==> src/rtl/regfile_pkg.sv <==
// Shared constants and bus-packing helpers for the register file and its scoreboard.
package regfile_pkg;

    localparam int unsigned DATA_W_DEF = 32;
    localparam int unsigned ADDR_W_DEF = 5;
    localparam int unsigned ZERO_IDX   = 0;

    // Lowest bit of lane idx in a flattened bus of w-bit lanes.
    function automatic int unsigned lane_lo(input int unsigned idx, input int unsigned w);
        return idx * w;
    endfunction

endpackage

==> src/rtl/rf_scoreboard.sv <==
// Per-register busy bits, reservation acceptance and busy-register counter.
module rf_scoreboard
    import regfile_pkg::*;
#(
    parameter int unsigned ADDR_W   = ADDR_W_DEF,
    parameter int unsigned ZERO_REG = 1
) (
    input  logic                    clk,
    input  logic                    rst,
    input  logic                    wr_en,
    input  logic [ADDR_W-1:0]       wr_addr,
    input  logic                    rsv_en,
    input  logic [ADDR_W-1:0]       rsv_addr,
    output logic                    rsv_ok,
    output logic [(2**ADDR_W)-1:0]  busy,
    output logic [ADDR_W:0]         busy_cnt
);

    localparam int unsigned DEPTH = 2**ADDR_W;
    localparam int unsigned CNT_W = ADDR_W + 1;

    logic             rsv_zero;
    logic             clr;
    logic [DEPTH-1:0] busy_nxt;

    assign rsv_zero = (ZERO_REG != 0) && (rsv_addr == ADDR_W'(ZERO_IDX));
    assign rsv_ok   = rsv_en & ~rst & ~busy[rsv_addr] & ~rsv_zero;
    // A write retires a reservation only if the bit was set before the edge.
    assign clr      = wr_en & busy[wr_addr];

    // Reservation is applied after the write clear so it wins on a shared address.
    always_comb begin
        busy_nxt = busy;
        if (wr_en) begin
            busy_nxt[wr_addr] = 1'b0;
        end
        if (rsv_ok) begin
            busy_nxt[rsv_addr] = 1'b1;
        end
    end

    always_ff @(posedge clk or posedge rst) begin
        if (rst) begin
            busy     <= '0;
            busy_cnt <= '0;
        end else begin
            busy     <= busy_nxt;
            busy_cnt <= busy_cnt + CNT_W'(rsv_ok) - CNT_W'(clr);
        end
    end

endmodule

==> src/rtl/regfile_scoreboard.sv <==
// Parametrised multi-read register file with busy scoreboard and watch port.
// Optional same-cycle write-to-read forwarding: define REGFILE_BYPASS_EN.
module regfile_scoreboard
    import regfile_pkg::*;
#(
    parameter int unsigned DATA_W    = DATA_W_DEF,
    parameter int unsigned ADDR_W    = ADDR_W_DEF,
    parameter int unsigned NUM_RD    = 2,
    parameter int unsigned ZERO_REG  = 1,
    parameter int unsigned WATCH_REG = 12
) (
    input  logic                       clk,
    input  logic                       rst,
    input  logic [NUM_RD*ADDR_W-1:0]   rd_addr,
    output logic [NUM_RD*DATA_W-1:0]   rd_data,
    output logic [NUM_RD-1:0]          rd_busy,
    input  logic                       wr_en,
    input  logic [ADDR_W-1:0]          wr_addr,
    input  logic [DATA_W-1:0]          wr_data,
    input  logic                       rsv_en,
    input  logic [ADDR_W-1:0]          rsv_addr,
    output logic                       rsv_ok,
    output logic [ADDR_W:0]            busy_cnt,
    output logic [DATA_W-1:0]          watch_data
);

    localparam int unsigned DEPTH = 2**ADDR_W;

    logic [DATA_W-1:0] mem [DEPTH];
    logic [DEPTH-1:0]  busy;
    logic              wr_eff;
    logic              wr_live;

    // Writes to the hardwired zero register never reach storage or the scoreboard.
    assign wr_eff  = wr_en & ~((ZERO_REG != 0) && (wr_addr == ADDR_W'(ZERO_IDX)));
    assign wr_live = wr_eff & ~rst;

    always_ff @(posedge clk or posedge rst) begin
        if (rst) begin
            for (int k = 0; k < DEPTH; k++) begin
                mem[k] <= '0;
            end
        end else if (wr_eff) begin
            mem[wr_addr] <= wr_data;
        end
    end

    rf_scoreboard #(
        .ADDR_W   (ADDR_W),
        .ZERO_REG (ZERO_REG)
    ) u_sb (
        .clk      (clk),
        .rst      (rst),
        .wr_en    (wr_eff),
        .wr_addr  (wr_addr),
        .rsv_en   (rsv_en),
        .rsv_addr (rsv_addr),
        .rsv_ok   (rsv_ok),
        .busy     (busy),
        .busy_cnt (busy_cnt)
    );

    for (genvar i = 0; i < NUM_RD; i++) begin : g_rd
        logic [ADDR_W-1:0] a;
        logic              zero_hit;
        logic              byp;

        assign a        = rd_addr[lane_lo(i, ADDR_W) +: ADDR_W];
        assign zero_hit = (ZERO_REG != 0) && (a == ADDR_W'(ZERO_IDX));
`ifdef REGFILE_BYPASS_EN
        assign byp      = wr_live && (wr_addr == a);
`else
        assign byp      = 1'b0;
`endif
        assign rd_data[lane_lo(i, DATA_W) +: DATA_W] =
            zero_hit ? '0 : (byp ? wr_data : mem[a]);
        assign rd_busy[i] = ~zero_hit & ~byp & busy[a];
    end

`ifdef REGFILE_BYPASS_EN
    assign watch_data = (wr_live && (wr_addr == ADDR_W'(WATCH_REG))) ? wr_data
                                                                     : mem[ADDR_W'(WATCH_REG)];
`else
    assign watch_data = mem[ADDR_W'(WATCH_REG)];
`endif

endmodule

==> config.mk <==
export PLATFORM = sky130hd
export DESIGN_NAME = regfile_scoreboard
export DESIGN_NICKNAME = d
export VERILOG_FILES = /design/src/rtl/regfile_pkg.sv /design/src/rtl/rf_scoreboard.sv /design/src/rtl/regfile_scoreboard.sv
export SDC_FILE = /design/constraint.sdc
export NUM_CORES = 2
export LEC_CHECK = 0
export CORE_AREA = 8 8 387 389
export CTS_CLUSTER_DIAMETER = 150
export CTS_CLUSTER_SIZE = 30
export DETAILED_ROUTE_END_ITERATION = 10
export DIE_AREA = 0 0 395 397
export SLEW_MARGIN = 0
export SYNTH_ARGS = -nofsm -noshare
export SYNTH_HDL_FRONTEND = slang
export SYNTH_SLANG_ARGS = --single-unit
export TNS_END_PERCENT = 20
==> constraint.sdc <==
create_clock -name clk -period 57.6 [get_ports clk]
set_input_delay 5.76 -clock clk [delete_from_list [all_inputs] [get_ports clk]]
set_output_delay 5.76 -clock clk [all_outputs]
set_load 0.01 [all_outputs]
==> metrics.yaml <==
outcome:
  status: "completed"
critical_path:
  crit_arrival_ps: 10720
  cpPeakStageDelay_ps: 870
  crit_top_cell: "buf_4"
  cp_cell_sequence: "buf_8 > buf_4 > buf_4 > buf_4 > mux2i_1 > o22ai_1 > a211oi_1 > a211oi_1 > clkdlybuf4s50_1"
  cp.buffers_inverters: 5
  slowest_stage: "buf_4"
  timing.critical_path.to_type: "output pin"
  critPathRequiredTime_ps: 51840
  startpoint_type: "primary input"
  crit_type: "primary input to output pin"
  critical-path-top-delay-family: "buffers and inverters"
  cp_max_fo: 67
pwr:
  power.density_nw_per_um2: 30.0
  combPwrFrac_pct: 25.2
  p_sw_share_pct: 28.9
  p_clk_share_pct: 20.5
  pwr-share-seq_pct: 54.2
  p_leak_nw: 25.4
  power.switching_mw: 0.528
  irDropWorstVdd_uv: 18.4
  intPower_mw: 1.30
logic_synthesis:
  synth_edf_count: 0
  syn_inst: 3878
  synth_xor_area_share_pct: 0.0768
  synth-simple-area-share_pct: 2.41
  synthFlopType: "dfrtp_1"
  muxShareOfSynthArea_pct: 41.4
  syn_nets: 3941
  ys_ff_latch: 1062
  synth_top_family_by_area: "multiplexers"
  ys_async_sr_fraction_pct: 100
  yosysWarnings: 0
  ys_seq_area_share_pct: 46.6
  syn_area_per_cell_um2: 14.7
  synth_compound_area_share_pct: 5.28
  synth_area_um2: 57100
  ys_types: 57
  synth_fa_ha_area_share_pct: 0.167
cts:
  cts_buffers: 41
  path_clk_slew_ps: 120
  cts_root_buf: "clkbuf_16"
  cts_setup_buffers: 0
  ctsHoldBuffers: 0
  cts_resized: 0
  clk_latency_ps: 680
  htreeDepth: 2
  cts_tree: "yes"
  clock_sinks: 1062
  cts_buffer_depth: 3
floorplan:
  die_h_um: 397
  initial_utilization_pct: 39.6
  io_pins: 161
  coreArea_um2: 144000
  dieWidth_um: 395
  fp-row-count: 140
  die_area_um2: 157000
place:
  dp_cells: 5569
  finalWeightedCongestion: 0.818
  port_buffers: 160
  detailed_place_hpwl_mm: 101
  post_dp_cell_area_um2: 59700
global_routing:
  grt_pass1_wl_mm: 263
  grt_util_all_layers_pct: 22.3
  antenna_found_initial: 7
  grt_pass1_vias: 37000
  grt-ovfl-total: 0
  grt_max_degree: 170
route:
  wl_met1_mm: 74.3
  wl_met3_mm: 11.5
  drtIter0Drc: 3108
  avgViaCountPerCell: 6.31
  wl_met2_mm: 86.3
  drt-total-wl_mm: 178
  highest_layer: "met5"
  drc_errors: 0
  drt-pass1-iter-count: 5
  wl_per_cell_um: 31.6
  num_vias: 35500
  drtAntennaViolNets: 0
timing:
  rsz0062_at_grt: "false"
  min_period_over_period_pct: 28.6
  worst_pin_slew_ps: 1250
  slew_viol_final: 0
  skew_ps: 16.4
  hold_viol: 0
  setup_tns_ps: 0
  setup_viol: 0
  fmax_mhz: 60.7
  max-slew-margin-rel_pct: 16.7
  fin_crit_ps: 16480
worst_hold_path:
  hp-class: "register to register"
finish:
  layoutNonFillerInstCount: 5622
  fill_cells: 13000
  area_growth_syn_to_layout_pct: 6.65
  num-nets-final: 3758
  drive_gt1_share_pct: 45.4
  fin_area_um2: 60800
job:
  cap_violations: 0
## logic make-up (layout without fill, tap and decap cells)
family,count (synthesis),in the layout
compound gates,395,395
xor+xnor,5,5
fa+ha+maj,7,7
buf+inv,504,323
flops,1062,1062
mux,1639,1639
other cells,0,8
simple gates,266,266
## power by group through the flow
stage	clock [mW]	combinational, mW	sequential, mW
2_1_floorplan	0	0.363	0.973
3_3_place_gp	0	0.455	0.998
3_5_place_dp	0	0.464	1.00
4_1_cts	0.388	0.465	0.989
5_1_grt	0.409	0.496	1.01
6_report	0.375	0.461	0.991
## cells in the final DEF (no fill, tap or decap), types with 38 or more instances in the layout
master and instances:
nand2_1 87, clkbuf_16 42, clkdlybuf4s50_1 152, mux4_2 474, buf_4 92, a21oi_1 43, dfrtp_1 1062, a211oi_1 79
mux2i_1 152, a22oi_1 54, mux2_2 1009, o22ai_1 66, nor2b_1 38
## per-layer routing
layer / up-vias / track usage, %
met5: - / 0
met4: 4 / 6.60
met3: 275 / 3.94
met2: 1154 / 36.8
met1: 19500 / 30.2
li1: 14500 / -
## flip-flops by register name (all words and copies together), names as in the netlist
name	cells
mem	992
u_sb.busy	32
watch_data	32
u_sb.busy_cnt	6
## cell usage after synthesis (28+ instances only)
master	instances	area (µm²)
dfrtp_1	1062	26600
mux2_2	1009	11400
mux4_2	474	10700
clkbuf_1	232	871
buf_2	152	761
mux2i_1	152	1520
nand2_1	103	387
a211oi_1	79	593
o22ai_1	66	413
buf_4	61	458
a22oi_1	54	405
a21oi_1	43	215
nor2b_1	41	257
nor4_1	34	213
o2111a_1	33	372
a32o_1	31	310
buf_1	29	109
nor2_1	28	105
## final timing paths
kind	slack, ps	depth (start not counted)	startpoint	endpoint
worst max-delay path	41120	9	rd_addr[5]	rd_data[50]
min in group asynchronous	5600	2	rst	u_sb.busy_cnt[0]$_DFF_PP0_
worst max register to register	54060	13	u_sb.busy[29]$_DFF_PP0_	u_sb.busy_cnt[4]$_DFF_PP0_
worst min register to register	410	0	mem[1005]$_DFFE_PP0P_	mem[1005]$_DFFE_PP0P_
max in group asynchronous	49020	5	rst	mem[527]$_DFFE_PP0P_
worst min-delay path	410	0	mem[1005]$_DFFE_PP0P_	mem[1005]$_DFFE_PP0P_
## stage by stage
stage	hold slack [ps]	utilization, %	power, mW	setup WS [ps]
after detailed placement	385	41.4	1.47	41060
final	411	42.2	1.83	41120
after floorplan	441	-	1.34	21950
after global placement	381	41.4	1.45	41080
after global routing	421	42.2	1.92	40740
after CTS	412	42.2	1.84	41040
## cell type report
| type | count | area [µm²] | share of cell area [%] |
|---|---|---|---|
| clock inverter | 3 | 37.5 | 0.0617 |
| sequential | 1062 | 26600 | 43.7 |
| tap | 1917 | 2400 | 3.94 |
| clock buffer | 42 | 1050 | 1.73 |
| timing repair buffer | 253 | 2350 | 3.86 |
| antenna | 8 | 20.0 | 0.0329 |
| multi-input combinational | 2312 | 28300 | 46.5 |
| inverter | 25 | 101 | 0.167 |
(Power assumes the default switching activity.)
